==> config.mk <==
export PLATFORM = sky130hd
export DESIGN_NAME = mem_load_unit_flat
export DESIGN_NICKNAME = d
export VERILOG_FILES = /design/src/rtl/mem_load_unit_if.sv /design/src/rtl/mem_load_unit.sv /design/src/flat_wrapper.sv
export SDC_FILE = /design/constraint.sdc
export NUM_CORES = 2
export LEC_CHECK = 0
export CAP_MARGIN = 20
export CORE_MARGIN = 3
export CORE_UTILIZATION = 55
export DETAILED_ROUTE_END_ITERATION = 16
export PLACE_DENSITY = 0.76
export SKIP_LAST_GASP = 1
export SYNTH_ARGS = -nofsm -noshare
export SYNTH_HDL_FRONTEND = slang
export SYNTH_MEMORY_MAX_BITS = 65536
export SYNTH_SLANG_ARGS = --single-unit
export TNS_END_PERCENT = 5
==> constraint.sdc <==
create_clock -name clock -period 8.19 [get_ports clock]
set_input_delay 2.0475 -clock clock [delete_from_list [all_inputs] [get_ports clock]]
set_output_delay 2.0475 -clock clock [all_outputs]
set_load 0.005 [all_outputs]
==> src/rtl/mem_load_unit_if.sv <==
// Request/result bus between the load reservation stations and mem_load_unit.
// requestEnable is a valid-only push: there is no ready; back-pressure is
// signalled by the unit's full output, and a request offered while full is
// dropped. done is a one-cycle valid pulse on the common data bus with no
// ready: every listener must capture doneInst/doneRegister/doneTag in that cycle.
interface mem_load_unit_if;
  logic        requestEnable;
  logic [2:0]  requestRegister;
  logic [15:0] requestAddress;
  logic [3:0]  requestTag;
  logic        done;
  logic [15:0] doneInst;
  logic [2:0]  doneRegister;
  logic [3:0]  doneTag;

  modport master (
    output requestEnable, requestRegister, requestAddress, requestTag,
    input  done, doneInst, doneRegister, doneTag
  );

  modport slave (
    input  requestEnable, requestRegister, requestAddress, requestTag,
    output done, doneInst, doneRegister, doneTag
  );
endinterface

==> src/rtl/mem_load_unit.sv <==
// Memory-side load responder: request FIFO, fixed-latency data memory read, CDB broadcast.
// Optional macro MEMLOAD_BYPASS_EN lets a request skip the empty FIFO when the unit is idle.
module mem_load_unit #(
  parameter int DEPTH     = 4,
  parameter int MEM_WORDS = 256,
  parameter int LATENCY   = 2
) (
  input  logic                     clock,
  input  logic                     resetN,
  mem_load_unit_if.slave           bus,
  input  logic                     memWriteEnable,
  input  logic [15:0]              memWriteAddr,
  input  logic [15:0]              memWriteData,
  output logic                     full,
  output logic                     overflow,
  output logic [$clog2(DEPTH):0]   count,
  output logic [1:0]               debugState
);
  localparam int PW = $clog2(DEPTH);
  localparam int AW = $clog2(MEM_WORDS);
  localparam int CW = (LATENCY > 1) ? $clog2(LATENCY) : 1;
  localparam logic [CW-1:0] CNT_INIT = CW'(LATENCY - 1);

  typedef enum logic [1:0] {
    IDLE   = 2'd0,
    ACCESS = 2'd1,
    BCAST  = 2'd2
  } state_t;

  state_t        state, stateN;
  logic [CW-1:0] cnt, cntN;
  logic [PW-1:0] wp, rp;

  logic [2:0]    fifoReg  [DEPTH];
  logic [AW-1:0] fifoAddr [DEPTH];
  logic [3:0]    fifoTag  [DEPTH];
  logic [15:0]   mem      [MEM_WORDS];

  logic [2:0]    workReg;
  logic [AW-1:0] workAddr;
  logic [3:0]    workTag;

  logic empty, pushFifo, pop, load, bypass, fire;
  logic unusedAddrBits;

  // Only the low AW address bits select a word; the rest alias.
  assign unusedAddrBits = ^{bus.requestAddress[15:AW], memWriteAddr[15:AW]};

  assign empty      = (count == '0);
  assign full       = (count == (PW+1)'(DEPTH));
  assign pushFifo   = bus.requestEnable && !full && !bypass;
  assign debugState = state;

  always_comb begin
    stateN = state;
    cntN   = cnt;
    pop    = 1'b0;
    load   = 1'b0;
    bypass = 1'b0;
    fire   = 1'b0;
    case (state)
      IDLE: begin
        if (!empty) begin
          pop    = 1'b1;
          load   = 1'b1;
          cntN   = CNT_INIT;
          stateN = ACCESS;
        end
`ifdef MEMLOAD_BYPASS_EN
        else if (bus.requestEnable) begin
          bypass = 1'b1;
          load   = 1'b1;
          cntN   = CNT_INIT;
          stateN = ACCESS;
        end
`endif
      end
      ACCESS: begin
        if (cnt == '0) begin
          fire   = 1'b1;
          stateN = BCAST;
        end else begin
          cntN = cnt - 1'b1;
        end
      end
      BCAST: begin
        if (!empty) begin
          pop    = 1'b1;
          load   = 1'b1;
          cntN   = CNT_INIT;
          stateN = ACCESS;
        end else begin
          stateN = IDLE;
        end
      end
      default: stateN = IDLE;
    endcase
  end

  // Storage without reset: memory, FIFO slots and the working register.
  always_ff @(posedge clock) begin
    if (memWriteEnable) mem[memWriteAddr[AW-1:0]] <= memWriteData;
    if (pushFifo) begin
      fifoReg[wp]  <= bus.requestRegister;
      fifoAddr[wp] <= bus.requestAddress[AW-1:0];
      fifoTag[wp]  <= bus.requestTag;
    end
    if (load) begin
      if (pop) begin
        workReg  <= fifoReg[rp];
        workAddr <= fifoAddr[rp];
        workTag  <= fifoTag[rp];
      end else begin
        workReg  <= bus.requestRegister;
        workAddr <= bus.requestAddress[AW-1:0];
        workTag  <= bus.requestTag;
      end
    end
  end

  always_ff @(posedge clock) begin
    if (!resetN) begin
      state            <= IDLE;
      cnt              <= '0;
      wp               <= '0;
      rp               <= '0;
      count            <= '0;
      overflow         <= 1'b0;
      bus.done         <= 1'b0;
      bus.doneInst     <= '0;
      bus.doneRegister <= '0;
      bus.doneTag      <= '0;
    end else begin
      state    <= stateN;
      cnt      <= cntN;
      bus.done <= fire;
      if (pushFifo) wp <= wp + 1'b1;
      if (pop)      rp <= rp + 1'b1;
      count <= count + {{PW{1'b0}}, pushFifo} - {{PW{1'b0}}, pop};
      if (bus.requestEnable && full) overflow <= 1'b1;
      // Nonblocking read sees the word before any write at this same edge.
      if (fire) begin
        bus.doneInst     <= mem[workAddr];
        bus.doneRegister <= workReg;
        bus.doneTag      <= workTag;
      end
    end
  end
endmodule
==> src/flat_wrapper.sv <==
// flat-port wrapper written by rule: the top's interface ports become plain ports
module mem_load_unit_flat 
#(
  parameter int DEPTH     = 4,
  parameter int MEM_WORDS = 256,
  parameter int LATENCY   = 2
)
  (clock, resetN, memWriteEnable, memWriteAddr, memWriteData, full, overflow, count, debugState, bus_requestEnable, bus_requestRegister, bus_requestAddress, bus_requestTag, bus_done, bus_doneInst, bus_doneRegister, bus_doneTag);
  mem_load_unit_if bus_i ();
  input  logic clock;
  input  logic resetN;
  input  logic memWriteEnable;
  input  logic [15:0] memWriteAddr;
  input  logic [15:0] memWriteData;
  output logic full;
  output logic overflow;
  output logic [$clog2(DEPTH):0] count;
  output logic [1:0] debugState;
  input wire logic [$bits(bus_i.requestEnable)-1:0] bus_requestEnable;
  input wire logic [$bits(bus_i.requestRegister)-1:0] bus_requestRegister;
  input wire logic [$bits(bus_i.requestAddress)-1:0] bus_requestAddress;
  input wire logic [$bits(bus_i.requestTag)-1:0] bus_requestTag;
  output wire logic [$bits(bus_i.done)-1:0] bus_done;
  output wire logic [$bits(bus_i.doneInst)-1:0] bus_doneInst;
  output wire logic [$bits(bus_i.doneRegister)-1:0] bus_doneRegister;
  output wire logic [$bits(bus_i.doneTag)-1:0] bus_doneTag;
  assign bus_i.requestEnable = bus_requestEnable;
  assign bus_i.requestRegister = bus_requestRegister;
  assign bus_i.requestAddress = bus_requestAddress;
  assign bus_i.requestTag = bus_requestTag;
  assign bus_done = bus_i.done;
  assign bus_doneInst = bus_i.doneInst;
  assign bus_doneRegister = bus_i.doneRegister;
  assign bus_doneTag = bus_i.doneTag;
  mem_load_unit #(.DEPTH(DEPTH), .MEM_WORDS(MEM_WORDS), .LATENCY(LATENCY)) u_core (.clock(clock), .resetN(resetN), .bus(bus_i), .memWriteEnable(memWriteEnable), .memWriteAddr(memWriteAddr), .memWriteData(memWriteData), .full(full), .overflow(overflow), .count(count), .debugState(debugState));
endmodule
==> run_results.csv <==
group,metric,value,unit
critical_path,crit_path_top_delay_cell,"nand3_1",
critical_path,cp-end-kind,"flop",
pwr,finalPower,58.5,mW
synth,ys.flop_type,"edfxtp_1",
critical_path,worst_path_largest_cell_delay,1.09,ns
route,drtAntennaViolNets,0,
route,via_per_inst,6.74,
layout,final_nets,8337,
sta,rsz0062_at_grt,"false",
floorplanning,die_w,550,um
sta,finalSetupViolations,0,
cts,numCtsBuffers,406,
global_routing,grt_overflow_total,0,
global_routing,grt_start_max_net_pins,197,
synth,synth-async-reset-ratio,0,%
cts,clkTransAtPathRegs,0.06,ns
sta,hold_viol_final,0,
synth,synth.distinct_cells,77,
synth,synth-seq-cells,4206,
critical_path,crit_fanout,10,
sta,max_slew_margin,4.82,%
route,dr.first_iter.drc_count,13300,
cts,root_buffer,"clkbuf_16",
place,hpwl,245000,um
synth,syn_avg_cell_area,20.8,um^2
route,dr.pass1.iters,9,
pwr,swShare,31.0,%
status,status,"finished, final reports clean",
synth,synth-warning-count,0,
place,dp_cells,11800,
synth,synth_top_area_cell,"edfxtp_1",
critical_path,cp.required,8.82,ns
cts,cts_tree,"yes",
pwr,p_switching,18.2,mW
synth,syn_inst,7817,
route,vias,84500,
pwr,pwr-share-comb,27.7,%
cts,cts.sinks,4206,
synth,ys_seq_area_share,77.4,%
floorplanning,die-height,550,um
critical_path,crit_type,"in2reg",
floorplanning,core_area,294000,um^2
synth,synth_area,163000,um^2
global_routing,grt_pass1_vias,82600,
layout,syn_to_final_growth,11.8,%
layout,fin_cells,12500,
layout,final_util,61.9,%
critical_path,cp_cell_sequence,"clkdlybuf4s50_1, nor2b_1, nand3_1, buf_4, nor2_1, buf_4",
route,drt-total-wl,423000,um
cts,cts_buffer_depth,4,
floorplanning,dieArea,302000,um^2
cts,post_cts_buffers,0,
run,drv_cap,0,
floorplanning,row_count,199,
sta,max_freq,189,MHz
route,avgRoutedWirePerCell,33.7,um
synth,synth_top_area_share,77.0,%
cts,htreeDepth,5,
place,place_ws,2.31,ns
sta,layout_worst_path_cycle_share,64.7,%
sta,tns,0,ns
floorplanning,pin_count,90,
synth,synth_edf_count,4171,
critical_path,path_common_cell,"buf_4",
place,port_buffers,73,
pwr,seq_power_share,41.2,%
sta,clock_skew,0.0962,ns
cts,cts-resized-gates,0,
route,drc,0,
cts,insertion_delay,0.93,ns
sta,tightest_slew,1.43,ns
sta,drv_slew,0,
pwr,power.density,322,nW/um^2
sta,setup_ws,2.90,ns
critical_path,worst_setup_path_start_kind,"input port",
synth,synth.most_common_cell,"edfxtp_1",
global_routing,grt_usage,27.7,%
place,place.gp.congestion,0.913,
global_routing,grt_antenna_before_repair,24,
cts,cts_hold_buf,0,
critical_path,worstRegToRegCells,9,
synth,yosys-top-cells-count,"edfxtp_1 (4171), mux4_2 (714), mux2i_1 (608), nor2_1 (319), nand2_1 (259)",
min_path,hold_path_depth,2,
pwr,clkPwrFrac,31.1,%
pwr,p_leak,58.2,nW
pwr,vdd_drop_max,0.375,mV
sta,period_minus_slack,5.29,ns
synth,netlist_top_cells_area,"edfxtp_1 (77%), mux4_2 (9.9%), mux2i_1 (3.7%)",
global_routing,grt_pass1_wl,602000,um
min_path,hold_class,"reg2reg",
layout,final_layout_size_suffix_gt1_share,21.6,%
layout,nFillCells,19000,
synth,syn_nets,7883,
floorplanning,start_util,55.3,%
critical_path,worstPathArrival,5.92,ns
pwr,p_int,40.3,mW
==> kinds of logic (layout without fill, tap and decap cells) <==
kind of cell	Yosys count	after routing	synth area share (%)
other	0	18	0
and+or+nand+nor	832	832	2.28
adders and majority gates	7	7	0.0585
xor gates and xnor gates	5	5	0.0269
AOI/OAI and AO/OA	870	870	3.82
buffers and inverters	508	1295	2.13
DFF	4206	4206	77.4
muxes	1389	1389	14.3
==> state kept, by name, indices dropped and copies added, names as in the netlist <==
name                     count
u_core.bus.doneTag           4
u_core.workReg               3
u_core.cnt                   1
u_core.debugState            2
u_core.mem                4096
u_core.bus.doneInst         16
u_core.count                 3
u_core.wp                    2
u_core.workAddr              8
u_core.rp                    2
u_core.overflow              1
u_core.fifoReg              12
u_core.workTag               4
u_core.bus.doneRegister      3
u_core.fifoTag              16
u_core.fifoAddr             32
u_core.bus.done              1
==> metal layers <==
layer  global-route usage [%]  up-vias  share of wire [%]
met4                     11.4       18                4.6
met5                    0.554        -              0.088
met2                     42.1     6226                 47
li1                         -    33500                  -
met3                     8.41      978                 13
met1                     37.9    43700                 35
==> worst paths after layout <==
check	startpoint	endpoint	slack (ns)
min	u_core.workTag[2]	u_core.bus.doneTag[2]	0.51
max	memWriteAddr[1]	u_core.mem[230][4]	2.90
max reg2reg	u_core.workAddr[4]	u_core.bus.doneInst[11]	2.96
min reg2reg	u_core.workTag[2]	u_core.bus.doneTag[2]	0.51
==> power by group through the flow <==
stage / combinational, mW / clock (mW) / sequential [mW]
global placement: 15.5 / 0 / 24.5
finish: 16.2 / 18.2 / 24.1
CTS: 15.9 / 18.3 / 24.1
floorplan: 10.8 / 0 / 24.4
detailed placement: 15.8 / 0 / 24.5
global route: 16.8 / 19.2 / 24.1
==> per-stage QoR <==
| stage | instance area [um^2] | hold slack, ns |
|---|---|---|
| after floorplan | 163000 | 0.461 |
| after global placement | 169000 | 0.479 |
| after detailed placement | 169000 | 0.505 |
| after CTS | 182000 | 0.520 |
| after global routing | 182000 | 0.551 |
| final | 182000 | 0.514 |
==> cell type report <==
type	instances	area, um^2	area share, %
antenna	18	45.0	0.0248
clock buffer	503	10800	5.93
clock inverter	238	2120	1.17
inverter	29	116	0.0640
multi-input combinational	3103	33400	18.4
sequential	4206	126000	69.2
tap	3919	4900	2.70
timing repair buffer	525	4570	2.51
==> worst max-delay path, delay by kind of cell <==
family | cells | cell delay [ns]
simple gates | 3 | 2.28
buf+inv | 3 | 1.56
==> layout by cell type (no fill, tap or decap), types with 83 or more instances in the layout <==
master / netlist / routed
edfxtp_1: 4171 / 4171
mux4_2: 714 / 714
mux2i_1: 608 / 608
buf_4: 84 / 417
clkbuf_16: 0 / 415
nor2_1: 319 / 302
nand2_1: 259 / 258
o22ai_1: 170 / 170
a21oi_1: 130 / 130
o221ai_1: 119 / 119
clkinv_1: 0 / 87
clkinv_2: 0 / 83
No activity file was read; power rests on OpenSTA's default activity.
